<file path="src/rtl/sample_byte_serializer_if.sv">
// Bus bundle for sample_byte_serializer: word-write side, FIFO status and
// the byte-stream valid/ready handshake.
interface sample_byte_serializer_if #(
   parameter int FIFO_DEPTH = 4
) ();
   localparam int LVL_W = $clog2(FIFO_DEPTH) + 1;

   logic [15:0]      word_in;
   logic             word_wr_en;
   logic             fifo_full;
   logic [LVL_W-1:0] fifo_level;
   logic             overflow;
   logic             clear_overflow;
   logic [7:0]       byte_out;
   logic             byte_valid;
   logic             byte_ready;
   logic             busy;

   modport slave (
      input  word_in, word_wr_en, clear_overflow, byte_ready,
      output fifo_full, fifo_level, overflow, byte_out, byte_valid, busy
   );

   modport master (
      output word_in, word_wr_en, clear_overflow, byte_ready,
      input  fifo_full, fifo_level, overflow, byte_out, byte_valid, busy
   );
endinterface

</file>
<file path="src/rtl/sample_byte_serializer.sv">
// Buffers 16-bit words in a small FIFO and streams each one out as two bytes,
// MSB first, over a valid/ready byte handshake with an optional inter-word gap.
module sample_byte_serializer #(
   parameter int DATA_WIDTH = 16,
   parameter int FIFO_DEPTH = 4,
   parameter int GAP_CYCLES = 0
) (
   input  logic                     clk,
   input  logic                     rst_n,
   sample_byte_serializer_if.slave  io_bus
);
   localparam int PTR_W = $clog2(FIFO_DEPTH);
   localparam int LVL_W = PTR_W + 1;
   localparam logic [7:0] GAP_LOAD = (GAP_CYCLES > 0) ? 8'(GAP_CYCLES - 1) : 8'd0;

   typedef enum logic [1:0] {S_IDLE, S_MSB, S_LSB, S_GAP} state_t;

   state_t                r_state, w_state_nxt;
   logic [DATA_WIDTH-1:0] r_mem [FIFO_DEPTH];
   logic [PTR_W-1:0]      r_wptr, r_rptr;
   logic [LVL_W-1:0]      r_level, w_level_nxt;
   logic                  r_full, r_overflow, r_busy;
   logic [DATA_WIDTH-1:0] r_shreg, w_shreg_nxt;
   logic [7:0]            r_byte, w_byte_nxt;
   logic                  r_valid, w_valid_nxt;
   logic [7:0]            r_gap, w_gap_nxt;
   logic                  w_wr_acc, w_pop;

   // Full is the registered pre-edge flag, so a same-cycle pop never rescues a write.
   assign w_wr_acc    = io_bus.word_wr_en & ~r_full;
   assign w_pop       = (r_state == S_IDLE) && (r_level != '0);
   assign w_level_nxt = r_level + LVL_W'(w_wr_acc) - LVL_W'(w_pop);

   always_ff @(posedge clk) begin
      if (w_wr_acc) r_mem[r_wptr] <= io_bus.word_in;
   end

   always_ff @(posedge clk or negedge rst_n) begin
      if (!rst_n) begin
         r_wptr     <= '0;
         r_rptr     <= '0;
         r_level    <= '0;
         r_full     <= 1'b0;
         r_overflow <= 1'b0;
      end else begin
         if (w_wr_acc) r_wptr <= r_wptr + 1'b1;
         if (w_pop)    r_rptr <= r_rptr + 1'b1;
         r_level <= w_level_nxt;
         r_full  <= (w_level_nxt == LVL_W'(FIFO_DEPTH));
         if (io_bus.word_wr_en && r_full) r_overflow <= 1'b1;
         else if (io_bus.clear_overflow)  r_overflow <= 1'b0;
      end
   end

   always_ff @(posedge clk or negedge rst_n) begin
      if (!rst_n) begin
         r_state <= S_IDLE;
         r_shreg <= '0;
         r_byte  <= '0;
         r_valid <= 1'b0;
         r_gap   <= '0;
         r_busy  <= 1'b0;
      end else begin
         r_state <= w_state_nxt;
         r_shreg <= w_shreg_nxt;
         r_byte  <= w_byte_nxt;
         r_valid <= w_valid_nxt;
         r_gap   <= w_gap_nxt;
         r_busy  <= (w_state_nxt != S_IDLE);
      end
   end

   always_comb begin
      w_state_nxt = r_state;
      w_shreg_nxt = r_shreg;
      w_byte_nxt  = r_byte;
      w_valid_nxt = r_valid;
      w_gap_nxt   = r_gap;
      case (r_state)
         S_IDLE: begin
            if (w_pop) begin
               w_shreg_nxt = r_mem[r_rptr];
               w_byte_nxt  = r_mem[r_rptr][DATA_WIDTH-1 -: 8];
               w_valid_nxt = 1'b1;
               w_state_nxt = S_MSB;
            end
         end
         S_MSB: begin
            if (io_bus.byte_ready) begin
               w_byte_nxt  = r_shreg[7:0];
               w_state_nxt = S_LSB;
            end
         end
         S_LSB: begin
            if (io_bus.byte_ready) begin
               w_valid_nxt = 1'b0;
               w_byte_nxt  = '0;
               if (GAP_CYCLES > 0) begin
                  w_gap_nxt   = GAP_LOAD;
                  w_state_nxt = S_GAP;
               end else begin
                  w_state_nxt = S_IDLE;
               end
            end
         end
         S_GAP: begin
            if (r_gap == 8'd0) w_state_nxt = S_IDLE;
            else               w_gap_nxt   = r_gap - 8'd1;
         end
         default: w_state_nxt = S_IDLE;
      endcase
   end

   assign io_bus.fifo_full  = r_full;
   assign io_bus.fifo_level = r_level;
   assign io_bus.overflow   = r_overflow;
   assign io_bus.byte_out   = r_byte;
   assign io_bus.byte_valid = r_valid;
   assign io_bus.busy       = r_busy;
endmodule

</file>
<file path="src/flat_wrapper.sv">
// flat-port wrapper written by rule: the top's interface ports become plain ports
module sample_byte_serializer_flat 
#(
   parameter int DATA_WIDTH = 16,
   parameter int FIFO_DEPTH = 4,
   parameter int GAP_CYCLES = 0
)
  (clk, rst_n, io_bus_word_in, io_bus_word_wr_en, io_bus_clear_overflow, io_bus_byte_ready, io_bus_fifo_full, io_bus_fifo_level, io_bus_overflow, io_bus_byte_out, io_bus_byte_valid, io_bus_busy);
  sample_byte_serializer_if #(.FIFO_DEPTH(FIFO_DEPTH)) io_bus_i ();
  input  logic clk;
  input  logic rst_n;
  input wire logic [$bits(io_bus_i.word_in)-1:0] io_bus_word_in;
  input wire logic [$bits(io_bus_i.word_wr_en)-1:0] io_bus_word_wr_en;
  input wire logic [$bits(io_bus_i.clear_overflow)-1:0] io_bus_clear_overflow;
  input wire logic [$bits(io_bus_i.byte_ready)-1:0] io_bus_byte_ready;
  output wire logic [$bits(io_bus_i.fifo_full)-1:0] io_bus_fifo_full;
  output wire logic [$bits(io_bus_i.fifo_level)-1:0] io_bus_fifo_level;
  output wire logic [$bits(io_bus_i.overflow)-1:0] io_bus_overflow;
  output wire logic [$bits(io_bus_i.byte_out)-1:0] io_bus_byte_out;
  output wire logic [$bits(io_bus_i.byte_valid)-1:0] io_bus_byte_valid;
  output wire logic [$bits(io_bus_i.busy)-1:0] io_bus_busy;
  assign io_bus_i.word_in = io_bus_word_in;
  assign io_bus_i.word_wr_en = io_bus_word_wr_en;
  assign io_bus_i.clear_overflow = io_bus_clear_overflow;
  assign io_bus_i.byte_ready = io_bus_byte_ready;
  assign io_bus_fifo_full = io_bus_i.fifo_full;
  assign io_bus_fifo_level = io_bus_i.fifo_level;
  assign io_bus_overflow = io_bus_i.overflow;
  assign io_bus_byte_out = io_bus_i.byte_out;
  assign io_bus_byte_valid = io_bus_i.byte_valid;
  assign io_bus_busy = io_bus_i.busy;
  sample_byte_serializer #(.DATA_WIDTH(DATA_WIDTH), .FIFO_DEPTH(FIFO_DEPTH), .GAP_CYCLES(GAP_CYCLES)) u_core (.clk(clk), .rst_n(rst_n), .io_bus(io_bus_i));
endmodule
</file>
<file path="config.mk">
export PLATFORM = sky130hd
export DESIGN_NAME = sample_byte_serializer_flat
export DESIGN_NICKNAME = d
export VERILOG_FILES = /design/src/rtl/sample_byte_serializer_if.sv /design/src/rtl/sample_byte_serializer.sv /design/src/flat_wrapper.sv
export SDC_FILE = /design/constraint.sdc
export NUM_CORES = 1
export LEC_CHECK = 0
export ABC_CLOCK_PERIOD_IN_PS = 2600
export CAP_MARGIN = 10
export CORE_MARGIN = 2
export CORE_UTILIZATION = 56
export CTS_CLUSTER_DIAMETER = 120
export DETAILED_ROUTE_END_ITERATION = 8
export DONT_BUFFER_PORTS = 1
export GPL_ROUTABILITY_DRIVEN = 0
export MAX_ROUTING_LAYER = met4
export PLACE_DENSITY = 0.76
export RECOVER_POWER = 25
export SLEW_MARGIN = 30
export SYNTH_ARGS = -nofsm -noshare
export SYNTH_HDL_FRONTEND = slang
export SYNTH_SLANG_ARGS = --single-unit
</file>
<file path="constraint.sdc">
create_clock -name clk -period 2.6 [get_ports clk]
set_input_delay 0.39 -clock clk [delete_from_list [all_inputs] [get_ports clk]]
set_output_delay 0.39 -clock clk [all_outputs]
set_load 0.02 [all_outputs]
</file>
* Yosys cells after proc, flatten, opt, wreduce, memory -nomap -nowiden *
Memory sizes are Yosys's and may differ from the RTL's.
Index checks and enable logic that the tools add are counted.

cells by class
  add/subtract/negate cells = 5
  eq/ne operators = 7
  multiplexer cells = 16
  bitwise gates (word level) = 3
  reduce and logical (&&, ||, !) cells = 13

operator list
  kind                 number
  $mux 8               3
  $pmux 8 s3           1
  $logic_not 8->1      1
  $mux 2               4
  $pmux 2 s4           1
  $sub 8x1->8 const B  1
  $mux 1               6
  $reduce_bool 2->1    3
  $reduce_bool 3->1    2
  $add 2x1->2 const B  2
  $eq 2x2->1 const B   2
  $ne 2x2->1 const B   2
  $reduce_and 2->1     2
  $reduce_and 4->1     1
  $add 3x1->3          1
  $eq 3x3->1 const B   1
  $reduce_and 3->1     1
  $sub 3x1->3          1
  $eq 2x1->1 const B   1
  $logic_and 1x1->1    2
  $logic_not 2->1      1
  $ne 2x1->1 const B   1
  $not 1->1            2
  $pmux 1 s2           1
  $and 1x1->1          1

word-level totals
  flip-flop bits (word level) = 37
  bits in writable memories = 64
  input bits = 21
  output and inout bits = 15
  word-level logic and storage cells = 56
  memories = 1

memories
  name          depth  bits a word  rd ports  clocked after Yosys merged registers in  write ports  RTL line                      RTL
  u_core.r_mem  4      16           1         0                                        1            sample_byte_serializer.sv:19  logic [DATA_WIDTH-1:0] r_mem [FIFO_DEPTH];

* Depth between registers and ports, before layout *
Gate-level depths: netlist of the first run.

  depth in word-level cells = 5
  mapped depth = 12
  gate-level depth less buffers = 11

* Least setup slack after synthesis of the first run *
No wires, ideal clock.

  kind = reg-to-reg
  start = reg u_core.r_level[1] (netlist: u_core.io_bus.fifo_level[1])
  end = reg u_core.r_full (netlist: u_core.io_bus.fifo_full)
  setup time = 0.088 ns
  arrival time = 2.724 ns
  data required time = 2.512 ns
  path slack = -0.212 ns
  stages on the path, launching flop included = 11
  path buffers = 1
  period minus slack after synthesis = 2.812 ns
  cell sequence = dfrtp_1 o31ai_2 inv_1 clkbuf_1 ha_1 inv_1 ha_1 fa_1 xnor2_1 xnor2_1 nor3b_1

on the way
  word-level cells in the longest chain between the ends = 4
  elaborated cells on any way between the ends = 5
  those cells by class = add/sub (2); eq/ne (1); reduce/logical (2)

ends and longest elaborated chain
  what                       RTL line                      RTL
  start: declaration         sample_byte_serializer.sv:21  logic [LVL_W-1:0] r_level, w_level_nxt;
  start signal: assignment   sample_byte_serializer.sv:48  r_level <= w_level_nxt;
  $reduce_bool 3->1          sample_byte_serializer.sv:31  assign w_pop = (r_state == S_IDLE) && (r_level != '0);
  $logic_and 1x1->1          sample_byte_serializer.sv:31
  net u_core.w_pop           sample_byte_serializer.sv:27  logic w_wr_acc, w_pop;
  $sub 3x1->3                sample_byte_serializer.sv:32  assign w_level_nxt = r_level + LVL_W'(w_wr_acc) - LVL_W'(w_pop);
  net u_core.w_level_nxt[2]  sample_byte_serializer.sv:21
  $eq 3x3->1                 sample_byte_serializer.sv:49  r_full <= (w_level_nxt == LVL_W'(FIFO_DEPTH));
  end signal: assignment     sample_byte_serializer.sv:49
  end: declaration           sample_byte_serializer.sv:22  logic r_full, r_overflow, r_busy;

The timed path passes the listed nets, and every way through them passes these cells.
A chain may end at the register's enable or synchronous reset.

* Worst setup path in the final report of the first run *
  start = reg u_core.r_state[1]
  end = reg u_core.r_full (netlist: u_core.io_bus.fifo_full)

on the way
  word-level cells in the longest chain between the ends = 4

ends and longest elaborated chain
  what                       RTL line                      RTL
  start: declaration         sample_byte_serializer.sv:18  state_t r_state, w_state_nxt;
  start signal: assignment   sample_byte_serializer.sv:64  r_state <= w_state_nxt;
  $logic_not 2->1            sample_byte_serializer.sv:31
  $logic_and 1x1->1          sample_byte_serializer.sv:31
  $sub 3x1->3                sample_byte_serializer.sv:32
  net u_core.w_level_nxt[2]  sample_byte_serializer.sv:21
  $eq 3x3->1                 sample_byte_serializer.sv:49

The timed path passes the listed nets, and every way through them passes these cells.

==> impl.org, run 1 <==
** Synth
- Unique masters post-synth :: 36
- Counting flops with an async set or reset pin after synthesis yields a share of 0.366.
- Top FF cell, synth :: sky130_fd_sc_hd__edfxtp_1
- When the netlist entered floorplanning its net count stood at 292.
- Cells after synthesis :: 257
- The synthesized design spends more area on one cell type than any other, namely sky130_fd_sc_hd__edfxtp_1.
- Yosys mapped a number of flops with a built-in enable equal to 64.
- Ys Warns :: 0
- Most frequent cell after synthesis :: sky130_fd_sc_hd__edfxtp_1
- Counting flops and latches in the post-synthesis netlist gives 101.
- Post-Synthesis Cell Area :: 0.00408 mm^2
- Yosys attributes the largest share of cell area to sky130_fd_sc_hd__edfxtp_1 (47%), sky130_fd_sc_hd__dfrtp_1 (23%), sky130_fd_sc_hd__mux4_2 (8.8%), sky130_fd_sc_hd__ha_1 (4.0%), sky130_fd_sc_hd__nand2_1 (2.9%).
- Each instance of the synthesized netlist takes up on average 15.9 um^2.
- Of the post-synthesis cell area, the dominant cell type holds 0.472.
- Seq/Total Area, Yosys :: 0.699
- Counting instances in the post-synthesis netlist gives the leading cell types as sky130_fd_sc_hd__edfxtp_1 (64), sky130_fd_sc_hd__dfrtp_1 (37), sky130_fd_sc_hd__nand2_1 (32).

** Power
- Total power per unit cell area :: 1170 mW/mm^2
- The design draws 5290 uW.
- Static leakage :: 0.00174 uW
- Maximum vdd ir drop :: 517 uV

** Setup path
- Highest-delay cell along the critical path :: sky130_fd_sc_hd__dfrtp_1
- Counting both buffers and inverters, the worst setup path holds a total of 3.
- The worst setup path is captured at a flip-flop.
- Counting buffers and inverters, the worst setup path is 11 cells deep.
- In this run the critical register-to-register path is launched from u_core.r_state[1]$_DFF_PN0_.
- Counting cells, the worst reg-to-reg path comes to 11.
- In this run the worst path has a maximum fanout of 4.
- The setup check on the worst reg-to-reg path leaves a slack of 0.19 ns.
- The critical path is of the reg -> reg type.
- Required time at the endpoint of the critical path :: 2.88 ns
- The worst register-to-register path ends at u_core.io_bus.fifo_full$_DFF_PN0_.
- For the worst setup path, the data arrival time is 2.69 ns.
- CP Cell Sequence :: inv_1 > ha_1 > o31ai_4 > inv_1 > ha_1 > inv_1 > ha_1 > fa_1 > xnor2_1 > xnor2_1 > nor3b_1
- The critical path starts at u_core.r_state[1]$_DFF_PN0_.
- Dominant delay contributor by cell family on the critical path :: adder cells
- Worst setup path endpoint :: u_core.io_bus.fifo_full$_DFF_PN0_
- STA classifies the critical path startpoint as a flip-flop.
- Critical path's largest stage delay :: 0.38 ns

** Die
- Horizontal die dimension :: 89.3 um
- The initial utilization of the core area, before any placement, comes to 0.571.
- Area of the core :: 0.00714 mm^2
- The die is 89.3 um tall.
- Cell row count :: 31
- The die covers 0.00798 mm^2.
- Boundary Pins :: 36

** Drt
- Detailed-router iteration count before antenna repair :: 4
- In this run the remaining antenna-violating nets after routing total 0.
- The final layout contains routed wiring with a total length of 6900 um.
- Number of design rule violations left after detail routing :: 0
- Across all layers, the routed design uses 2106 vias.
- In the final routed layout, each cell accounts on average for 18.0 um.
- In the routed layout, each cell is associated on average with a via count of 5.51.
- First-iteration detailed-routing DRC count :: 161

** Clock network
- After clock tree synthesis, the clock-pin slew on the worst setup and hold paths is 0.10 ns.
- No sink is reached through more buffers than the 2 on the longest clock path.
- Root buffer selected by CTS :: sky130_fd_sc_hd__clkbuf_8
- Sink count of the clock tree :: 101
- The clock reaches the later pin of the worst-skew pair after 0.36 ns.
- In this run, post-CTS repair resized a total of 0 instances.
- CTS tree :: yes
- Clock buffer count from CTS :: 9
- Maximum level of the CTS H-tree :: 3

** STA
- For this run, the top clock speed supported by timing is 415 MHz.
- In the final timing run, aggregate negative setup slack is 0 ns.
- The final number of hold-violating endpoints is 0.
- Between clock sinks in the finished design, the worst skew comes to 0.00902 ns.
- Worst setup slack after layout :: 0.188 ns
- At the pin with the least slew margin, the transition time is 0.698 ns.
- Setup violations remaining at the end of the flow were counted as 0.
- The count of final max-slew check failures is 0.
- Setup repair after global routing missed its margin :: false
- Of the available clock period, the critical path in the final layout requires 0.928.
- Fin crit period :: 2.41 ns
- Normalized max-slew margin :: 0.535

** Layout
- The number of antenna diodes in the final layout is 0.
- Of the cells placed in the final design, the portion with a size suffix greater than 1 is 0.198.
- Utilization after layout :: 0.636
- For this run, the post-layout net count is 313.
- Layout area overhead :: 11.4%
- Filler cell count in the final layout :: 542
- Final cell count without fillers :: 382

** Hold path
- The min-delay analysis places its worst path in the category in -> reg.
- Cell depth of the worst min-delay path :: 0
- Hold Crit Start :: io_bus_word_in[13]

** GRT
- Tot GR Track Use :: 0.202
- The via count of the first global-routing pass is 2212.
- Antenna violations before repair :: 0
- Pin count of the biggest net entering global routing :: 38
- Global routing finished with a remaining overflow of 0.
- Global-route wire length before repair :: 11200 um

** Placement
- At the placement stage, the worst setup path has a slack of 0.0259 ns.
- During placement, the flow inserted port buffers numbering 0.
- HPWL after DPL :: 4600 um
- Number of instances in the placed design :: 361

** Job
- The tool flagged a number of max-cap violations equal to 0.

** Run status
- The flow ran to the end, and the final reports show no timing, DRC or antenna violations.
registers in the layout (all words and copies together), names as in the netlist:
register and count:
u_core.r_shreg 8, u_core.r_state 2, u_core.io_bus.busy 1, u_core.io_bus.byte_valid 1, u_core.r_gap 8, u_core.io_bus.byte_out 8, u_core.io_bus.overflow 1, u_core.io_bus.fifo_full 1
u_core.r_mem 64, u_core.r_rptr 2, u_core.r_wptr 2, u_core.io_bus.fifo_level 3
worst min-delay path by stage:
stage | to | slack (ns)
global route | u_core.r_mem[3][13]$_DFFE_PP_ | 0.09
detailed placement | u_core.io_bus.byte_valid$_DFFE_PN0P_ | 0.1
CTS | u_core.r_mem[3][13]$_DFFE_PP_ | 0.1
floorplan | u_core.io_bus.busy$_DFF_PN0_ | 0.09
global placement | u_core.io_bus.overflow$_DFFE_PN0P_ | 0.1
finish | u_core.r_mem[2][13]$_DFFE_PP_ | 0.11
what timing repair did:
item | in CTS | in global routing
hold endpoints to repair | 37 | 0
setup buffers | 0 | 3
setup endpoints to repair | 0 | 1
hold buffers | 2 | 0
cells in the final DEF, fill, tap and decap left out, drive strengths merged, types with 2 or more instances in the layout:
cell / instances
nor2: 12
xnor2: 11
edfxtp: 64
a22oi: 7
nor2b: 2
mux4: 16
dfrtp: 37
and2: 5
nor3: 2
inv: 17
ha: 13
a21oi: 9
buf: 18
nand3: 2
clkbuf: 9
o21ai: 4
a31oi: 2
nand2: 32
clkinv: 2
report_power, final:
part / leakage (uW) / internal, uW / switching (uW)
registers: 0.00105 / 2150 / 362
logic: 0.000582 / 820 / 908
clock network: 0.000110 / 472 / 574
cell families (layout without fill, tap and decap cells):
logic type,Yosys count,in the layout,synth area share
AOI/OAI and AO/OA,28,28,0.0464
xor gates and xnor gates,11,11,0.0236
adders and majority gates,14,14,0.0448
buffers and inverters,22,48,0.0227
DFF,101,101,0.699
muxes,16,16,0.0884
and+or+nand+nor,65,65,0.0752
worst register-to-register path, stage by stage, from the launching register on:
cell and delay, ns:
sky130_fd_sc_hd__dfrtp_1 0.38, sky130_fd_sc_hd__inv_1 0.09, sky130_fd_sc_hd__ha_1 0.26, sky130_fd_sc_hd__o31ai_4 0.10, sky130_fd_sc_hd__inv_1 0.09, sky130_fd_sc_hd__ha_1 0.27, sky130_fd_sc_hd__inv_1 0.04, sky130_fd_sc_hd__ha_1 0.20
sky130_fd_sc_hd__fa_1 0.38, sky130_fd_sc_hd__xnor2_1 0.17, sky130_fd_sc_hd__xnor2_1 0.15, sky130_fd_sc_hd__nor3b_1 0.21
layout make-up:
type                       instances  area (um^2)  area share
sequential                       101         2850       0.628
multi-input combinational        134         1140       0.252
timing repair buffer              19          158      0.0347
clock buffer                       9          124      0.0273
tap                               99          124      0.0273
clock inverter                     7         90.1      0.0199
inverter                          13         48.8      0.0108
per-layer routing:
layer / vias up / track usage / routed length, um
met5: - / - / 0
met4: 0 / 0.0488 / 67
met3: 9 / 0.0554 / 283
met2: 37 / 0.331 / 3530
met1: 1077 / 0.254 / 3020
li1: 983 / - / -
metrics by stage:
stage               cell area, um^2  hold slack (ns)
floorplan                      4090           0.0944
global placement               4270           0.0958
detailed placement             4270           0.0957
CTS                            4520           0.0984
global route                   4540           0.0884
finish                         4540            0.111
No activity file was read; power rests on OpenSTA's default activity.
==> run 2, diff against run 1 <==
ABC_AREA = 1   (was unset)
CORE_UTILIZATION = 57   (was 56)
PLACE_DENSITY = 0.77   (was 0.76)
==> run 2 against run 1 <==
Effect of this change: sequential share of layout area down 1.8 points; register-to-register slack about the same; clock skew up 0.0013 ns; clock power down 10%; worst hold slack better by 0.0037 ns; flip-flop and latch count unchanged; via count up 30%; largest cell class unchanged; largest power group unchanged.
==> impl.org, run 2 <==
** Synth
- Commonest cells in the synthesized netlist: sky130_fd_sc_hd__nand2_1 (83), sky130_fd_sc_hd__edfxtp_1 (64), sky130_fd_sc_hd__nor2_1 (52) (was sky130_fd_sc_hd__edfxtp_1 (64), sky130_fd_sc_hd__dfrtp_1 (37), sky130_fd_sc_hd__nand2_1 (32)).
- Top FF cell, synth :: sky130_fd_sc_hd__edfxtp_1 (unchanged)
- Ys Warns :: 0 (unchanged)
- Cells after synthesis :: 396 (was 257)
- Most frequent cell after synthesis :: sky130_fd_sc_hd__nand2_1 (was sky130_fd_sc_hd__edfxtp_1)
- Yosys reg bits :: 101 (unchanged)
- Biggest area consumer among synthesized cells :: sky130_fd_sc_hd__edfxtp_1 (unchanged)
- Ranking of synthesized cells by area: sky130_fd_sc_hd__edfxtp_1 (44%), sky130_fd_sc_hd__dfrtp_1 (21%), sky130_fd_sc_hd__nand2_1 (7.2%), sky130_fd_sc_hd__nor2_1 (4.5%), sky130_fd_sc_hd__ha_1 (3.8%) (was sky130_fd_sc_hd__edfxtp_1 (47%), sky130_fd_sc_hd__dfrtp_1 (23%), sky130_fd_sc_hd__mux4_2 (8.8%), sky130_fd_sc_hd__ha_1 (4.0%), sky130_fd_sc_hd__nand2_1 (2.9%)).
- The number of different library cells in the post-synthesis netlist was 26 (was 36).
- Async set-or-reset flop fraction in the synthesized netlist :: 0.366 (unchanged)
- Post-synth EDFFs :: 64 (unchanged)
- The proportion of synthesized chip area in sequential cells came to 0.657 (was 0.699).
- The mean post-synth cell area came to 10.9 um^2 (was 15.9 um^2).
- The synthesized cell area was 0.00433 mm^2 (was 0.00408 mm^2).
- The fraction of synthesized cell area taken by the top area cell type was 0.443 (was 0.472).
- The number of nets produced by synthesis was 431 (was 292).

** Clock network
- CTS tree :: yes (unchanged)
- The clock slew at the register clock pins of the worst setup and hold paths was 0.10 ns (about the same).
- The H-tree level count is 3 (unchanged).
- The cell chosen for the clock root is sky130_fd_sc_hd__clkbuf_8 (unchanged).
- The maximum number of buffers from clock root to sink was 2 (unchanged).
- The number of clock buffers inserted by TritonCTS came to 9 (unchanged).
- The later-pin clock latency in the skew report was 0.36 ns (about the same).
- Sink count of the clock tree :: 101 (unchanged)

** Placement
- The placement-stage worst setup slack was 0.105 ns (was 0.0259 ns).
- Area after DPL :: 0.00443 mm^2 (was 0.00427 mm^2)
- # port buffers :: 0 (unchanged)
- HPWL after DPL :: 5000 um (was 4600 um)

** Job
- Max-capacitance violation count :: 0 (unchanged)

** STA
- Fin. Hold Viols :: 0 (unchanged)
- The largest clock skew in the final design was 0.0103 ns (was 0.00902 ns).
- The minimum clock period after layout was 2.42 ns (was 2.41 ns).
- The total negative slack was 0 ns (unchanged).
- Total count of max-transition violations in the final report :: 0 (unchanged)
- Share of the clock period used by the worst path :: 0.932 (was 0.928)
- Setup repair after global routing missed its margin: false (unchanged).
- Highest attainable clock frequency :: 413 MHz (was 415 MHz)
- The tightest slew margin relative to the limit was 0.561 (was 0.535).
- Worst setup slack after layout :: 0.176 ns (was 0.188 ns)
- Setup Viol. Count Final :: 0 (unchanged)
- Measured slew at the worst slew-check pin :: 0.657 ns (was 0.698 ns)

** Drt
- The total number of vias came to 2733 (was 2106).
- Met2 wire length :: 4080 um (was 3530 um)
- The DRC violation total after the first TritonRoute iteration came to 248 (was 161).
- The detailed route wirelength on metal3 came to 546 um (was 283 um).
- Post-Route WL :: 8020 um (was 6900 um)
- Highest metal layer with signal wires :: met4 (unchanged)
- The detailed-route vias per instance was 5.36 (was 5.51).
- Number of design rule violations left after detail routing :: 0 (unchanged)
- Routed len/inst :: 15.7 um (was 18.0 um)
- Detailed-router iteration count before antenna repair :: 4 (unchanged)
- The met1 routed wirelength after detailed routing came to 3230 um (was 3020 um).
- Antenna viol nets, final :: 0 (unchanged)

** Power
- Maximum vdd ir drop :: 573 uV (was 517 uV)
- Internal cell power :: 3170 uW (was 3440 uW)
- The switching power of the nets came to 2170 uW (was 1840 uW).
- Power share of the clock group :: 0.176 (was 0.198)
- Static leakage :: 0.00201 uW (was 0.00174 uW)
- The sequential group share of total power is 0.458 (was 0.475).
- Combinational share of power :: 0.366 (was 0.327)
- The switching portion of total power was 0.407 (was 0.349).
- The total power divided by cell area is 1140 mW/mm^2 (was 1170 mW/mm^2).

** Setup path
- The critical path startpoint category is a flip-flop (unchanged).
- The top fanout value on the critical path is 4 (unchanged).
- The number of cells on the worst reg-to-reg path was 11 (unchanged).
- The critical path capture point type is a flip-flop (unchanged).
- Required time at the endpoint of the critical path :: 2.89 ns (was 2.88 ns)
- The critical path class is reg -> reg (unchanged).
- Data arrival at the endpoint of the critical path :: 2.71 ns (was 2.69 ns)

** Hold path
- Path type of the worst min-delay path :: in -> reg (unchanged)
- The worst hold path cell count was 0 (unchanged).

** GRT
- Final global-route overflow total :: 0 (unchanged)
- The global-route wire length before repair was 13100 um (was 11200 um).
- The total global routing track utilization was 0.212 (was 0.202).
- The initial antenna violation count is 0 (unchanged).
- Number of global-route vias before repair :: 2749 (was 2212)
- The maximum number of pins on one net before global-route repair came to 38 (unchanged).

** Die
- Area of the die :: 0.00832 mm^2 (was 0.00798 mm^2)
- Area of the core :: 0.00729 mm^2 (was 0.00714 mm^2)
- The number of rows created at floorplan is 31 (unchanged).
- The overall die width came to 91.2 um (was 89.3 um).
- The initial standard-cell utilization of the core is 0.594 (was 0.571).
- Boundary Pins :: 36 (unchanged)
- Vertical extent of the die :: 91.2 um (was 89.3 um)

** Layout
- Flip-flop count of the largest register after layout :: 64 (unchanged)
- Most common library cell in the layout ignoring fill and taps :: sky130_fd_sc_hd__nand2_1 (was sky130_fd_sc_hd__edfxtp_1)
- Largest Register :: u_core.r_mem (unchanged)
- Layout area overhead :: 7.77% (was 11.4%)
- The design area was 0.00467 mm^2 (was 0.00454 mm^2).
- Final net count :: 441 (was 313)
- The share of layout cells above drive strength 1 was 0.0973 (was 0.198).
- The final core utilization came to 0.641 (was 0.636).
- Top library cells by usage in the layout, fill and taps aside :: sky130_fd_sc_hd__nand2_1 (83), sky130_fd_sc_hd__edfxtp_1 (64), sky130_fd_sc_hd__nor2_1 (52) (was sky130_fd_sc_hd__edfxtp_1 (64), sky130_fd_sc_hd__dfrtp_1 (35), sky130_fd_sc_hd__nand2_1 (32))
- The antenna cell count was 0 (unchanged).

** Run status
- Outcome: finished clean (unchanged).
## run 2: changes by cell type after synthesis, moves of 5 or more
cell | previous run | this run
sky130_fd_sc_hd__clkbuf_1 | 6 | 1
sky130_fd_sc_hd__nand2_1 | 32 | 83
sky130_fd_sc_hd__nand3_1 | 2 | 28
sky130_fd_sc_hd__xor2_1 | 0 | 7
sky130_fd_sc_hd__inv_1 | 13 | 40
sky130_fd_sc_hd__o21ai_0 | 4 | 32
sky130_fd_sc_hd__mux4_2 | 16 | 0
sky130_fd_sc_hd__nor2_1 | 12 | 52
sky130_fd_sc_hd__buf_4 | 0 | 6
sky130_fd_sc_hd__a21oi_1 | 9 | 0
sky130_fd_sc_hd__a22oi_1 | 7 | 0
sky130_fd_sc_hd__xnor2_1 | 11 | 3
sky130_fd_sc_hd__and2_1 | 5 | 0
## run 2: kinds of logic (layout without fill, tap and decap cells)
logic type,Yosys count,count (layout),share of synthesized area
compound gates,44,44,0.0595
flops,101,101,0.657
fa+ha+maj,14,14,0.0421
buf+inv,57,72,0.0577
xor+xnor,10,10,0.0202
simple gates,170,170,0.163
## run 2: layout make-up
| type | instances | area [um^2] |
|---|---|---|
| inverters | 44 | 165 |
| fillers | 574 | 2620 |
| flip-flops and latches | 101 | 2850 |
| clock buffers | 10 | 128 |
| multi-input cells | 238 | 1240 |
| clock inverters | 6 | 60.1 |
| repair buffers | 12 | 105 |
| well taps | 99 | 124 |
## run 2: what timing repair did
action                                  in CTS  in global routing
buffers inserted                             0                  3
hold buffers                                 2                  0
endpoints found under the hold margin       37                  0
resized for setup                            0                  2
endpoints found under the setup margin       0                  1
## run 2: worst max-delay path: stages (launching register included)
cell	delay, ns
sky130_fd_sc_hd__dfrtp_1	0.41
sky130_fd_sc_hd__inv_1	0.10
sky130_fd_sc_hd__ha_1	0.25
sky130_fd_sc_hd__inv_2	0.10
sky130_fd_sc_hd__a31oi_4	0.04
sky130_fd_sc_hd__ha_1	0.29
sky130_fd_sc_hd__inv_1	0.04
sky130_fd_sc_hd__ha_1	0.19
sky130_fd_sc_hd__fa_1	0.37
sky130_fd_sc_hd__xnor2_1	0.18
sky130_fd_sc_hd__xor2_1	0.19
sky130_fd_sc_hd__nor3b_2	0.19
## run 2: path summary, 6_finish.rpt
| path | startpoint | end | slack [ns] |
|---|---|---|---|
| max | u_core.r_state[0]$_DFF_PN0_ | u_core.io_bus.fifo_full$_DFF_PN0_ | 0.18 |
| min | io_bus_word_in[2] | u_core.r_mem[2][2]$_DFFE_PP_ | 0.11 |
| max reg2reg | u_core.r_state[0]$_DFF_PN0_ | u_core.io_bus.fifo_full$_DFF_PN0_ | 0.18 |
| min reg2reg | u_core.r_gap[2]$_DFFE_PN0P_ | u_core.r_gap[2]$_DFFE_PN0P_ | 0.50 |
| max in group asynchronous | rst_n | u_core.io_bus.busy$_DFF_PN0_ | 1.90 |
| min in group asynchronous | rst_n | u_core.io_bus.byte_out[6]$_DFFE_PN0P_ | 0.51 |
## run 2: power groups by stage
stage | clock [uW] | sequential (uW) | combinational [uW]
floorplan | 0 | 2430 | 1460
global placement | 0 | 2470 | 1810
detailed placement | 0 | 2480 | 1890
CTS | 960 | 2450 | 1920
global route | 1030 | 2480 | 2210
finish | 940 | 2440 | 1950
## run 2: layer usage
metal  global-route usage  vias to the layer above
met5                    -                        -
met4               0.0846                        0
met3               0.0697                       14
met2                0.335                       87
met1                0.254                     1312
li1                     -                     1320
## run 2: metrics by stage
| stage | hold WS, ns | instances | power (uW) |
|---|---|---|---|
| detailed placement | 0.0952 | 489 | 4370 |
| CTS | 0.0991 | 507 | 5320 |
| floorplan | 0.0944 | 396 | 3890 |
| global placement | 0.0951 | 489 | 4270 |
| finish | 0.114 | 510 | 5340 |
| global route | 0.0880 | 510 | 5720 |
==> run 3, diff against run 2 <==
ABC_CLOCK_PERIOD_IN_PS = 2310   (was 2600)
CORE_UTILIZATION = 41   (was 57)
PLACE_DENSITY = 0.57   (was 0.77)
clock period = 2.31 ns   (was 2.6 ns; I/O delays follow)
==> run 3 against run 2 <==
Effect of this change: final cell count is 8.6% higher; critical path type unchanged; largest cell class unchanged; core utilization is 17 points lower; worst hold slack worse by 0.054 ns.
==> impl.org, run 3 (synthesis results as in run 2) <==
** Layout
- The design area came to 0.00485 mm^2 (was 0.00467 mm^2).
- Largest Register :: u_core.r_mem (unchanged)
- Layout cell share with drive strength beyond 1 :: 0.129 (was 0.0973)
- The storage element area was 0.00285 mm^2 (unchanged).
- Most common library cell in the layout ignoring fill and taps :: sky130_fd_sc_hd__nand2_1 (unchanged)
- Flip-flop count of the largest register after layout :: 64 (unchanged)
- Filler cell count in the final layout :: 967 (was 574)
- The final net count came to 448 (was 441).
- Top library cells by usage in the layout, fill and taps aside: sky130_fd_sc_hd__nand2_1 (83), sky130_fd_sc_hd__edfxtp_1 (64), sky130_fd_sc_hd__nor2_1 (52) (unchanged).
- Layout area overhead :: 12.0% (was 7.77%)
- Diodes inserted :: 0 (unchanged)
- The area of combinational cells with multiple inputs was 0.00129 mm^2 (was 0.00124 mm^2).

** Clock network
- The cell chosen for the clock root was sky130_fd_sc_hd__clkbuf_8 (unchanged).
- The clock sink count came to 101 (unchanged).
- Gates resized, CTS repair :: 0 (unchanged)
- CTS max path bufs :: 2 (unchanged)
- The H-tree level count is 3 (unchanged).
- Clk slew on worst S/H paths :: 0.10 ns (about the same)
- The clock tree from TritonCTS is yes (unchanged).
- Clock buffer count from CTS :: 9 (unchanged)
- Insertion delay to the later sink of the worst-skew pair :: 0.37 ns (was 0.36 ns)

** Die
- The initial standard-cell utilization of the core is 0.422 (was 0.594).
- Area of the die :: 0.0114 mm^2 (was 0.00832 mm^2)
- The overall die width was 107 um (was 91.2 um).
- The number of rows created at floorplan was 37 (was 31).
- The standard cell core area is 0.0103 mm^2 (was 0.00729 mm^2).
- Boundary Pins :: 36 (unchanged)
- Vertical extent of the die :: 107 um (was 91.2 um)

** Drt
- The first-pass detailed-route iteration total was 4 (unchanged).
- The DRC violation total after the first TritonRoute iteration is 126 (was 248).
- The routed wirelength normalized by instance count is 14.9 um (was 15.7 um).
- The DRC violations left was 0 (unchanged).
- The detailed-route vias per instance came to 4.77 (was 5.36).
- Via count :: 2642 (was 2733)
- The routed wire length is 8250 um (was 8020 um).
- The post-route antenna net violation count was 0 (unchanged).

** STA
- The tightest slew margin relative to the limit was 0.541 (was 0.561).
- The final-report setup violation count came to 0 (unchanged).
- Share of the clock period used by the worst path :: 0.953 (was 0.932)
- Fin crit period :: 2.20 ns (was 2.42 ns)
- Measured slew at the worst slew-check pin :: 0.687 ns (was 0.657 ns)
- Highest attainable clock frequency :: 454 MHz (was 413 MHz)
- Worst Clk Skew :: 0.0144 ns (was 0.0103 ns)
- Worst setup slack after layout :: 0.108 ns (was 0.176 ns)
- Fin. Hold Viols :: 0 (unchanged)
- Total count of max-transition violations in the final report :: 0 (unchanged)
- Worst hold slack :: 0.0607 ns (was 0.114 ns)

** Setup path
- Worst-path maximum fanout :: 4 (unchanged)
- The critical path class is reg -> reg (unchanged).
- Data arrival at the endpoint of the critical path :: 2.49 ns (was 2.71 ns)
- Element type at the critical path end :: flip-flop (unchanged)
- Reg-to-reg slack, setup :: 0.11 ns (was 0.18 ns)
- Startpoint class of the critical path :: flip-flop (unchanged)
- Worst Reg2Reg Path Length in Cells :: 11 (unchanged)
- The worst reg2reg path endpoint is u_core.io_bus.fifo_full$_DFF_PN0_ (unchanged).
- Required time at the endpoint of the critical path :: 2.60 ns (was 2.89 ns)
- Crit Reg-Reg Startpoint :: u_core.r_state[0]$_DFF_PN0_ (unchanged)

** Placement
- Area after DPL :: 0.00456 mm^2 (was 0.00443 mm^2)
- The placement-stage worst setup slack is 0.0610 ns (was 0.105 ns).
- # port buffers :: 0 (unchanged)
- The placed wire-length estimate after detailed placement came to 5220 um (was 5000 um).

** Hold path
- Path type of the worst min-delay path :: in -> reg (unchanged)
- The launch point of the worst hold path is io_bus_word_in[8] (was io_bus_word_in[2]).
- The worst hold path cell count came to 0 (unchanged).
- The worst hold path endpoint is u_core.r_mem[1][8]$_DFFE_PP_ (was u_core.r_mem[2][2]$_DFFE_PP_).

** GRT
- Tot GR Track Use :: 0.161 (was 0.212)
- Antenna violations before repair :: 0 (unchanged)
- Final global-route overflow total :: 0 (unchanged)
- Number of global-route vias before repair :: 2598 (was 2749)
- The global-route wire length before repair came to 13300 um (was 13100 um).
- The maximum number of pins on one net before global-route repair was 38 (unchanged).

** Job
- The number of max-capacitance violations reported was 0 (unchanged).

** Power
- Overall power after layout :: 6410 uW (was 5340 uW)
- The largest voltage drop on the vdd net came to 705 uV (was 573 uV).
- Total power per unit cell area :: 1320 mW/mm^2 (was 1140 mW/mm^2)
- The leakage power came to 0.00206 uW (was 0.00201 uW).

** Run status
- Outcome :: finished clean (unchanged)
-- run 3: changes by cell type in the layout (fill, tap and decap cells not counted), sizes merged --
cell,before,now
buf,11,18
bufinv,0,2
clkbuf,10,12
clkinv,1,0
inv,49,46
-- run 3: where the power goes --
part | total (uW) | switching [uW] | internal [uW]
clock | 1250 | 602 | 649
combinational | 2450 | 1550 | 903
sequential | 2710 | 296 | 2410
-- run 3: routing by layer --
metal,up-vias,GRT usage,share of wire
met1,1244,0.195,0.45
met3,13,0.0541,0.062
met2,52,0.256,0.48
li1,1333,-,-
met4,0,0.0557,0.014
met5,-,-,0
-- run 3: worst max-delay path, stage by stage (launching register included) --
cell,delay (ns)
sky130_fd_sc_hd__dfrtp_1,0.43
sky130_fd_sc_hd__inv_2,0.11
sky130_fd_sc_hd__ha_4,0.15
sky130_fd_sc_hd__inv_4,0.04
sky130_fd_sc_hd__a31oi_4,0.18
sky130_fd_sc_hd__ha_4,0.15
sky130_fd_sc_hd__inv_2,0.04
sky130_fd_sc_hd__ha_4,0.15
sky130_fd_sc_hd__fa_2,0.37
sky130_fd_sc_hd__xnor2_2,0.14
sky130_fd_sc_hd__xor2_1,0.18
sky130_fd_sc_hd__nor3b_2,0.18
-- run 3: area by class of cell --
class / count / area share
clock inverters: 4 / 0.0160
multi-input cells: 238 / 0.265
repair buffers: 19 / 0.0325
inverters: 44 / 0.0345
well taps: 136 / 0.0351
flip-flops and latches: 101 / 0.587
clock buffers: 12 / 0.0299
-- run 3: how the worst max path moves through the flow --
stage	startpoint	endpoint	slack (ns)	cells past startpoint
after floorplan	u_core.r_state[1]$_DFF_PN0_	u_core.io_bus.fifo_full$_DFF_PN0_	-0.03	12
after global placement	u_core.r_state[1]$_DFF_PN0_	u_core.io_bus.fifo_full$_DFF_PN0_	0.15	11
after detailed placement	u_core.r_state[1]$_DFF_PN0_	u_core.io_bus.fifo_full$_DFF_PN0_	0.06	11
after CTS	u_core.r_state[1]$_DFF_PN0_	u_core.io_bus.fifo_full$_DFF_PN0_	0.02	11
after global routing	u_core.r_state[0]$_DFF_PN0_	u_core.io_bus.fifo_full$_DFF_PN0_	-0.008	11
final	u_core.r_state[0]$_DFF_PN0_	u_core.io_bus.fifo_full$_DFF_PN0_	0.11	11
-- run 3: timing repair --
action,4_1_cts,5_1_grt
hold buffers,2,0
setup endpoints to repair,0,1
setup buffers,0,5
endpoints found under the hold margin,37,0
-- run 3: stage by stage --
stage	cells	util	TNS, ns
6_report	554	0.472	0
2_1_floorplan	396	-	-0.0291
3_3_place_gp	531	0.444	0
3_5_place_dp	531	0.444	0
5_1_grt	554	0.472	-0.00845
4_1_cts	549	0.469	0
